## src/rtl/eth_tx_arb_if.sv

```systemverilog
// Requester and transmit-FIFO side signals of eth_tx_arb, grouped into one bundle.
// slave: arbiter view; master: requester / FIFO-side view.
interface eth_tx_arb_if;
    logic       Req0_Valid;
    logic [7:0] Req0_Data;
    logic       Req0_Last;
    logic       Req0_Ready;
    logic       Req1_Valid;
    logic [7:0] Req1_Data;
    logic       Req1_Last;
    logic       Req1_Ready;
    logic [9:0] Eth_Byte;
    logic       Eth_Byte_Valid;
    logic [1:0] Grant;
    logic       Busy;
    logic       Underrun;
    logic       Oversize;
    logic       Pkt_Done;

    modport slave (
        input  Req0_Valid, Req0_Data, Req0_Last,
        input  Req1_Valid, Req1_Data, Req1_Last,
        output Req0_Ready, Req1_Ready,
        output Eth_Byte, Eth_Byte_Valid, Grant, Busy,
        output Underrun, Oversize, Pkt_Done
    );

    modport master (
        output Req0_Valid, Req0_Data, Req0_Last,
        output Req1_Valid, Req1_Data, Req1_Last,
        input  Req0_Ready, Req1_Ready,
        input  Eth_Byte, Eth_Byte_Valid, Grant, Busy,
        input  Underrun, Oversize, Pkt_Done
    );
endinterface

```

## src/rtl/eth_tx_arb.sv

```systemverilog
// Two-requester round-robin Ethernet transmit arbiter with inter-packet gap,
// length limiting and underrun handling. Short-frame padding to 46 bytes is
// compiled in only when ETH_TX_ARB_PAD_EN is defined. pGAP_CYCLES must be >= 1.
module eth_tx_arb #(
    parameter int pGAP_CYCLES = 64,
    parameter int pMAX_LEN    = 1500
) (
    input  logic         Clk,
    input  logic         Rst,
    eth_tx_arb_if.slave  bus
);

`ifdef ETH_TX_ARB_PAD_EN
    typedef enum logic [2:0] {IDLE, XFER, PAD, DRAIN, GAP} state_t;
    localparam logic [10:0] PAD_LEN = 11'd46;
`else
    typedef enum logic [2:0] {IDLE, XFER, DRAIN, GAP} state_t;
`endif

    localparam int          GW       = (pGAP_CYCLES > 1) ? $clog2(pGAP_CYCLES) : 1;
    localparam logic [GW-1:0] GAP_LAST = GW'(pGAP_CYCLES - 1);
    localparam logic [10:0] MAX_LEN  = 11'(pMAX_LEN);

    state_t        state_q, state_d;
    logic [1:0]    grant_q, grant_d;
    logic          last_srv_q, last_srv_d;
    logic [10:0]   cnt_q, cnt_d;
    logic [GW-1:0] gap_q, gap_d;
    logic [9:0]    byte_q, byte_d;
    logic          byte_vld_q, byte_vld_d;
    logic          underrun_q, underrun_d;
    logic          oversize_q, oversize_d;
    logic          done_q, done_d;

    logic [1:0]    req_valid;
    logic [1:0]    req_last;
    logic [7:0]    req_data [2];
    logic [1:0]    ready;
    logic          accepting;
    logic          winner;
    logic          sel;
    logic          s_valid;
    logic          s_last;
    logic [7:0]    s_data;
    logic [10:0]   cnt_nxt;
    logic          sop;

    assign req_valid   = {bus.Req1_Valid, bus.Req0_Valid};
    assign req_last    = {bus.Req1_Last,  bus.Req0_Last};
    assign req_data[0] = bus.Req0_Data;
    assign req_data[1] = bus.Req1_Data;

    // On a tie the requester that was not served last wins.
    assign winner = (req_valid == 2'b11) ? ~last_srv_q : ~req_valid[0];

    assign sel     = grant_q[1];
    assign s_valid = req_valid[sel];
    assign s_last  = req_last[sel];
    assign s_data  = req_data[sel];
    assign cnt_nxt = cnt_q + 11'd1;
    assign sop     = (cnt_q == 11'd0);

    assign accepting = (state_q == XFER) || (state_q == DRAIN);

    for (genvar gi = 0; gi < 2; gi++) begin : g_ready
        assign ready[gi] = grant_q[gi] & accepting;
    end

    always_ff @(posedge Clk) begin
        if (Rst) begin
            state_q    <= IDLE;
            grant_q    <= 2'b00;
            last_srv_q <= 1'b1;
            cnt_q      <= '0;
            gap_q      <= '0;
            byte_q     <= '0;
            byte_vld_q <= 1'b0;
            underrun_q <= 1'b0;
            oversize_q <= 1'b0;
            done_q     <= 1'b0;
        end else begin
            state_q    <= state_d;
            grant_q    <= grant_d;
            last_srv_q <= last_srv_d;
            cnt_q      <= cnt_d;
            gap_q      <= gap_d;
            byte_q     <= byte_d;
            byte_vld_q <= byte_vld_d;
            underrun_q <= underrun_d;
            oversize_q <= oversize_d;
            done_q     <= done_d;
        end
    end

    always_comb begin
        state_d    = state_q;
        grant_d    = grant_q;
        last_srv_d = last_srv_q;
        cnt_d      = cnt_q;
        gap_d      = gap_q;
        byte_d     = '0;
        byte_vld_d = 1'b0;
        underrun_d = 1'b0;
        oversize_d = 1'b0;
        done_d     = 1'b0;

        case (state_q)
            IDLE: begin
                if (|req_valid) begin
                    grant_d    = winner ? 2'b10 : 2'b01;
                    last_srv_d = winner;
                    cnt_d      = '0;
                    gap_d      = '0;
                    state_d    = XFER;
                end
            end

            XFER: begin
                byte_vld_d = 1'b1;
                cnt_d      = cnt_nxt;
                if (s_valid) begin
                    if (s_last) begin
`ifdef ETH_TX_ARB_PAD_EN
                        if (cnt_nxt < PAD_LEN) begin
                            byte_d  = {sop, 1'b0, s_data};
                            state_d = PAD;
                        end else begin
                            byte_d  = {sop, 1'b1, s_data};
                            done_d  = 1'b1;
                            gap_d   = '0;
                            state_d = GAP;
                        end
`else
                        byte_d  = {sop, 1'b1, s_data};
                        done_d  = 1'b1;
                        gap_d   = '0;
                        state_d = GAP;
`endif
                    end else if (cnt_nxt == MAX_LEN) begin
                        // Truncate here; the rest of the packet is swallowed in DRAIN.
                        byte_d     = {sop, 1'b1, s_data};
                        oversize_d = 1'b1;
                        done_d     = 1'b1;
                        state_d    = DRAIN;
                    end else begin
                        byte_d = {sop, 1'b0, s_data};
                    end
                end else begin
                    // Requester starved mid-packet: close the frame with a dummy byte.
                    byte_d     = {sop, 1'b1, 8'h00};
                    underrun_d = 1'b1;
                    done_d     = 1'b1;
                    gap_d      = '0;
                    state_d    = GAP;
                end
            end

`ifdef ETH_TX_ARB_PAD_EN
            PAD: begin
                byte_vld_d = 1'b1;
                cnt_d      = cnt_nxt;
                if (cnt_nxt == PAD_LEN) begin
                    byte_d  = {1'b0, 1'b1, 8'h00};
                    done_d  = 1'b1;
                    gap_d   = '0;
                    state_d = GAP;
                end else begin
                    byte_d = {1'b0, 1'b0, 8'h00};
                end
            end
`endif

            DRAIN: begin
                if (s_valid && s_last) begin
                    gap_d   = '0;
                    state_d = GAP;
                end
            end

            GAP: begin
                if (gap_q == GAP_LAST) begin
                    gap_d   = '0;
                    grant_d = 2'b00;
                    state_d = IDLE;
                end else begin
                    gap_d = gap_q + GW'(1);
                end
            end

            default: begin
                grant_d = 2'b00;
                state_d = IDLE;
            end
        endcase
    end

    assign bus.Req0_Ready     = ready[0];
    assign bus.Req1_Ready     = ready[1];
    assign bus.Eth_Byte       = byte_q;
    assign bus.Eth_Byte_Valid = byte_vld_q;
    assign bus.Grant          = grant_q;
    assign bus.Busy           = (state_q != IDLE);
    assign bus.Underrun       = underrun_q;
    assign bus.Oversize       = oversize_q;
    assign bus.Pkt_Done       = done_q;

endmodule

```

## src/flat_wrapper.sv

```systemverilog
// flat-port wrapper written by rule: the top's interface ports become plain ports
module eth_tx_arb_flat 
#(
    parameter int pGAP_CYCLES = 64,
    parameter int pMAX_LEN    = 1500
)
  (Clk, Rst, bus_Req0_Valid, bus_Req0_Data, bus_Req0_Last, bus_Req1_Valid, bus_Req1_Data, bus_Req1_Last, bus_Req0_Ready, bus_Req1_Ready, bus_Eth_Byte, bus_Eth_Byte_Valid, bus_Grant, bus_Busy, bus_Underrun, bus_Oversize, bus_Pkt_Done);
  eth_tx_arb_if bus_i ();
  input  logic Clk;
  input  logic Rst;
  input wire logic [$bits(bus_i.Req0_Valid)-1:0] bus_Req0_Valid;
  input wire logic [$bits(bus_i.Req0_Data)-1:0] bus_Req0_Data;
  input wire logic [$bits(bus_i.Req0_Last)-1:0] bus_Req0_Last;
  input wire logic [$bits(bus_i.Req1_Valid)-1:0] bus_Req1_Valid;
  input wire logic [$bits(bus_i.Req1_Data)-1:0] bus_Req1_Data;
  input wire logic [$bits(bus_i.Req1_Last)-1:0] bus_Req1_Last;
  output wire logic [$bits(bus_i.Req0_Ready)-1:0] bus_Req0_Ready;
  output wire logic [$bits(bus_i.Req1_Ready)-1:0] bus_Req1_Ready;
  output wire logic [$bits(bus_i.Eth_Byte)-1:0] bus_Eth_Byte;
  output wire logic [$bits(bus_i.Eth_Byte_Valid)-1:0] bus_Eth_Byte_Valid;
  output wire logic [$bits(bus_i.Grant)-1:0] bus_Grant;
  output wire logic [$bits(bus_i.Busy)-1:0] bus_Busy;
  output wire logic [$bits(bus_i.Underrun)-1:0] bus_Underrun;
  output wire logic [$bits(bus_i.Oversize)-1:0] bus_Oversize;
  output wire logic [$bits(bus_i.Pkt_Done)-1:0] bus_Pkt_Done;
  assign bus_i.Req0_Valid = bus_Req0_Valid;
  assign bus_i.Req0_Data = bus_Req0_Data;
  assign bus_i.Req0_Last = bus_Req0_Last;
  assign bus_i.Req1_Valid = bus_Req1_Valid;
  assign bus_i.Req1_Data = bus_Req1_Data;
  assign bus_i.Req1_Last = bus_Req1_Last;
  assign bus_Req0_Ready = bus_i.Req0_Ready;
  assign bus_Req1_Ready = bus_i.Req1_Ready;
  assign bus_Eth_Byte = bus_i.Eth_Byte;
  assign bus_Eth_Byte_Valid = bus_i.Eth_Byte_Valid;
  assign bus_Grant = bus_i.Grant;
  assign bus_Busy = bus_i.Busy;
  assign bus_Underrun = bus_i.Underrun;
  assign bus_Oversize = bus_i.Oversize;
  assign bus_Pkt_Done = bus_i.Pkt_Done;
  eth_tx_arb #(.pGAP_CYCLES(pGAP_CYCLES), .pMAX_LEN(pMAX_LEN)) u_core (.Clk(Clk), .Rst(Rst), .bus(bus_i));
endmodule
```

## config.mk

```make
export PLATFORM = sky130hd
export DESIGN_NAME = eth_tx_arb_flat
export DESIGN_NICKNAME = d
export VERILOG_FILES = /design/src/rtl/eth_tx_arb_if.sv /design/src/rtl/eth_tx_arb.sv /design/src/flat_wrapper.sv
export SDC_FILE = /design/constraint.sdc
export NUM_CORES = 1
export LEC_CHECK = 0
export CAP_MARGIN = 15
export CELL_PAD_IN_SITES_DETAIL_PLACEMENT = 1
export CELL_PAD_IN_SITES_GLOBAL_PLACEMENT = 2
export CORE_UTILIZATION = 27
export CTS_BUF_LIST = sky130_fd_sc_hd__clkbuf_4
export DETAILED_ROUTE_END_ITERATION = 10
export PLACE_DENSITY_LB_ADDON = 0.3
export SLEW_MARGIN = 0
export SYNTH_ARGS = -nofsm -noshare
export SYNTH_HDL_FRONTEND = slang
export SYNTH_SLANG_ARGS = --single-unit
```

## constraint.sdc

```tcl
create_clock -name Clk -period 2 [get_ports Clk]
set_input_delay 0.2 -clock Clk [delete_from_list [all_inputs] [get_ports Clk]]
set_output_delay 0.2 -clock Clk [all_outputs]
set_load 0.03 [all_outputs]
```

==> summary.md <==
| Metric | Value |
|---|---|
| R2R cell count | `8` |
| Share of cells above drive strength 1 | `between 20% and 30%` |
| PwrDens | `923 nW/um2` |
| Slew Viols, Final | `0` |
| Die area | `6820 um2` |
| Crit path launch | `u_core.state_q[0]` |
| Leak | `0.00104 uW` |
| Antenna viol nets, final | `0` |
| Wire length per cell | `14.2 um` |
| Routability cong. | `between 0.7 and 0.8` |
| Deepest clock path buffer count | `2` |
| Synth Area per Inst | `8.43 um2` |
| Clk_lat worst skew | `around 360 ps` |
| Via density | `4.90` |
| Outcome | `complete, no violations` |
| Ys flop type | `dfxtp_1` |
| Worst EP arrival | `2210 ps` |
| Fmax | `509 MHz` |
| GRT Util Overall | `16.0%` |
| Sequential share of the synthesized area | `39.9%` |
| TritonCTS Sinks | `35` |
| Synth Net Count | `237` |
| H-tree depth | `2` |
| Tot Pwr | `2420 uW` |
| CP Capture Point | `u_core.gap_q[2]` |
| Number of synthesized register bits | `35` |
| Final worst path period share | `98.2%` |
| Cells after DPL | `approximately 350` |
| Aggregate routed wire length | `approximately 5000 um` |
| Max VDD drop | `between 0.0003 and 0.0004 V` |
| CP Capture Type | `register` |
| DP HPWL | `roughly 3700 um` |
| Drt drc | `0` |
| Pre-antenna DRT Iters | `4` |
| Placed Instance Area | `2480 um2` |
| Max Cap Viol | `0` |
| I/O Buffers | `40` |
| Largest net degree at the start of global routing | `19` |
| Initial antenna violation count | `0` |
| CTS tree | `yes` |
| Hold slack final | `429 ps` |
| Area grow syn2layout | `49.2%` |
| Worst path required time | `2250 ps` |
| Syn. warnings | `0` |
| Die Wd | `82.6 um` |
| Clk_skew | `13.5 ps` |
| Worst-path clk slew | `130 ps` |
| Most common cell after layout, fill and taps aside | `clkdlybuf4s50_1` |
| Via count | `approximately 1800` |
| Syn Inst Count | `208` |
| Final setup vio count | `0` |
| Num ports | `41` |
| Critical R2R Launch | `u_core.state_q[0]` |
| CP Launch Type | `register` |
| TritonCTS Buffers | `5` |
| Final instance area | `2620 um2` |
| DIE HEIGHT | `82.6 um` |
| Min Tclk post-route | `1960 ps` |
| Setup WS post-layout | `around 35 ps` |
| Dpl ws | `-39.3 ps` |
| Row count | `29` |
| Finished Layout Cells | `about 360` |
| Worst min path class | `input pin to register` |
| Crit path kind | `register to register` |
| Initial Util | `between 20% and 30%` |
| Antenna fix cells | `0` |
| CTS root buffer | `clkbuf_4` |
| Gr ovfl total | `0` |
| Post-synth design cell area | `roughly 1800 um2` |
| Post-synth EDFFs | `0` |
| Asr flop ratio synth | `0%` |
| Reg2reg end | `u_core.gap_q[2]` |
| Core region area | `6310 um2` |
| Nets | `313` |
| Crit Path Max Fanout | `9` |
| First-pass GRT wire length | `8250 um` |
| RSZ-0062 raised after global routing | `yes` |
| Synth unique cells | `46` |
| Flop2flop setup slack | `40 ps` |
| Least-Margin Pin Slew | `331 ps` |
| Hold Vio Cnt, Final | `0` |
| Detailed Route Iter0 Violations | `37` |
| Vias in the first global route | `1749` |
| Most frequent cells in the layout | `36 x clkdlybuf4s50_1, 35 x buf_4, 26 x dfxtp_1` |
| Max-slew headroom at the worst pin | `roughly 78%` |
## per-stage QoR
step	util (%)	TNS (ps)
floorplan	-	-12.1
global placement	39.2	0
detailed placement	39.2	-39.3
CTS	40.2	0
global route	41.5	-452
finish	41.5	0
## timing repair
item,4_1_cts,5_1_grt
hold buffers,0,0
pin swaps,0,6
buffers inserted,0,3
setup endpoints to repair,4,14
resized for setup,4,19
## final cells by class
class                      count  area [um2]
fill                         785        3700
multi-input combinational    158        1040
sequential                    35         712
timing repair buffer          76         673
tap                           77        96.3
clock buffer                   5        37.5
inverter                       8        30.0
clock inverter                 3        25.0
## logic make-up (layout without fill, tap and decap cells)
| kind of cell | Yosys count | in the layout | synth area share (%) |
|---|---|---|---|
| simple gates | 92 | 92 | 27.5 |
| fa+ha+maj | 7 | 7 | 4.99 |
| compound gates | 46 | 46 | 16.4 |
| buf+inv | 15 | 92 | 3.42 |
| mux | 12 | 12 | 7.20 |
| flops | 35 | 35 | 39.9 |
| xor+xnor | 1 | 1 | 0.499 |
## synth_stat cells (all sizes together) (2+ instances only)
| cell type | count | area share [%] |
|---|---|---|
| a21oi | 11 | 3.1 |
| a22oi | 3 | 1.3 |
| a31oi | 2 | 0.71 |
| a32o | 2 | 1.1 |
| and2 | 2 | 0.71 |
| and3 | 5 | 1.8 |
| buf | 2 | 0.64 |
| clkbuf | 5 | 1.1 |
| dfxtp | 35 | 40 |
| ha | 7 | 5.0 |
| inv | 7 | 1.5 |
| mux2 | 2 | 1.5 |
| mux2i | 10 | 5.7 |
| nand2 | 14 | 3.0 |
| nand2b | 5 | 1.8 |
| nand3 | 11 | 3.4 |
| nand4 | 2 | 0.71 |
| nand4b | 3 | 1.5 |
| nor2 | 26 | 5.7 |
| nor2b | 7 | 2.5 |
| nor3 | 4 | 1.1 |
| nor3b | 2 | 0.86 |
| nor4 | 2 | 0.71 |
| o21ai | 17 | 4.9 |
| o31ai | 3 | 1.3 |
| or2 | 3 | 1.1 |
| or4 | 2 | 0.86 |
## metal layers
layer | track usage (%) | share of wire (%) | up-vias
li1 | - | - | 899
met1 | 20.6 | 46 | 836
met2 | 26.4 | 49 | 33
met3 | 3.30 | 3.6 | 5
met4 | 5.69 | 1.3 | 0
met5 | 0 | 0 | -
## power by group
| part | switching [uW] | total (uW) | internal [uW] | leakage, uW |
|---|---|---|---|---|
| Sequential | 46.7 | 827 | 781 | 0.000288 |
| Clock | 289 | 430 | 141 | 0.0000314 |
| Combinational | 641 | 1160 | 519 | 0.000718 |
| Total | 977 | 2420 | 1440 | 0.00104 |
## how the worst min path moves through the flow
| stage | startpoint | endpoint | slack [ps] | depth (start not counted) |
|---|---|---|---|---|
| CTS | bus_Req0_Data[7] | u_core.bus.Eth_Byte[7] | 420 | 3 |
| floorplan | bus_Req0_Data[0] | u_core.bus.Eth_Byte[0] | 340 | 2 |
| global placement | u_core.gap_q[1] | u_core.gap_q[1] | 450 | 2 |
| global route | bus_Req0_Data[1] | u_core.bus.Eth_Byte[1] | 460 | 3 |
| detailed placement | u_core.gap_q[1] | u_core.gap_q[1] | 470 | 2 |
| finish | bus_Req0_Data[7] | u_core.bus.Eth_Byte[7] | 430 | 3 |
## critical path, stage by stage, from the launching register on
cell and delay [ps]:
dfxtp_2 350, inv_1 80, ha_2 210, buf_4 170, or4_1 520, and3_1 220
buf_4 140, nand4b_1 90, a21oi_1 70
## state kept, by name, indices dropped and copies added, names as in the netlist
name / flops
u_core.bus.Eth_Byte: 10
u_core.bus.Eth_Byte_Valid: 1
u_core.bus.Grant: 2
u_core.bus.Oversize: 1
u_core.bus.Underrun: 1
u_core.cnt_q: 11
u_core.gap_q: 6
u_core.last_srv_q: 1
u_core.state_q: 2
(Power assumes the default switching activity.)
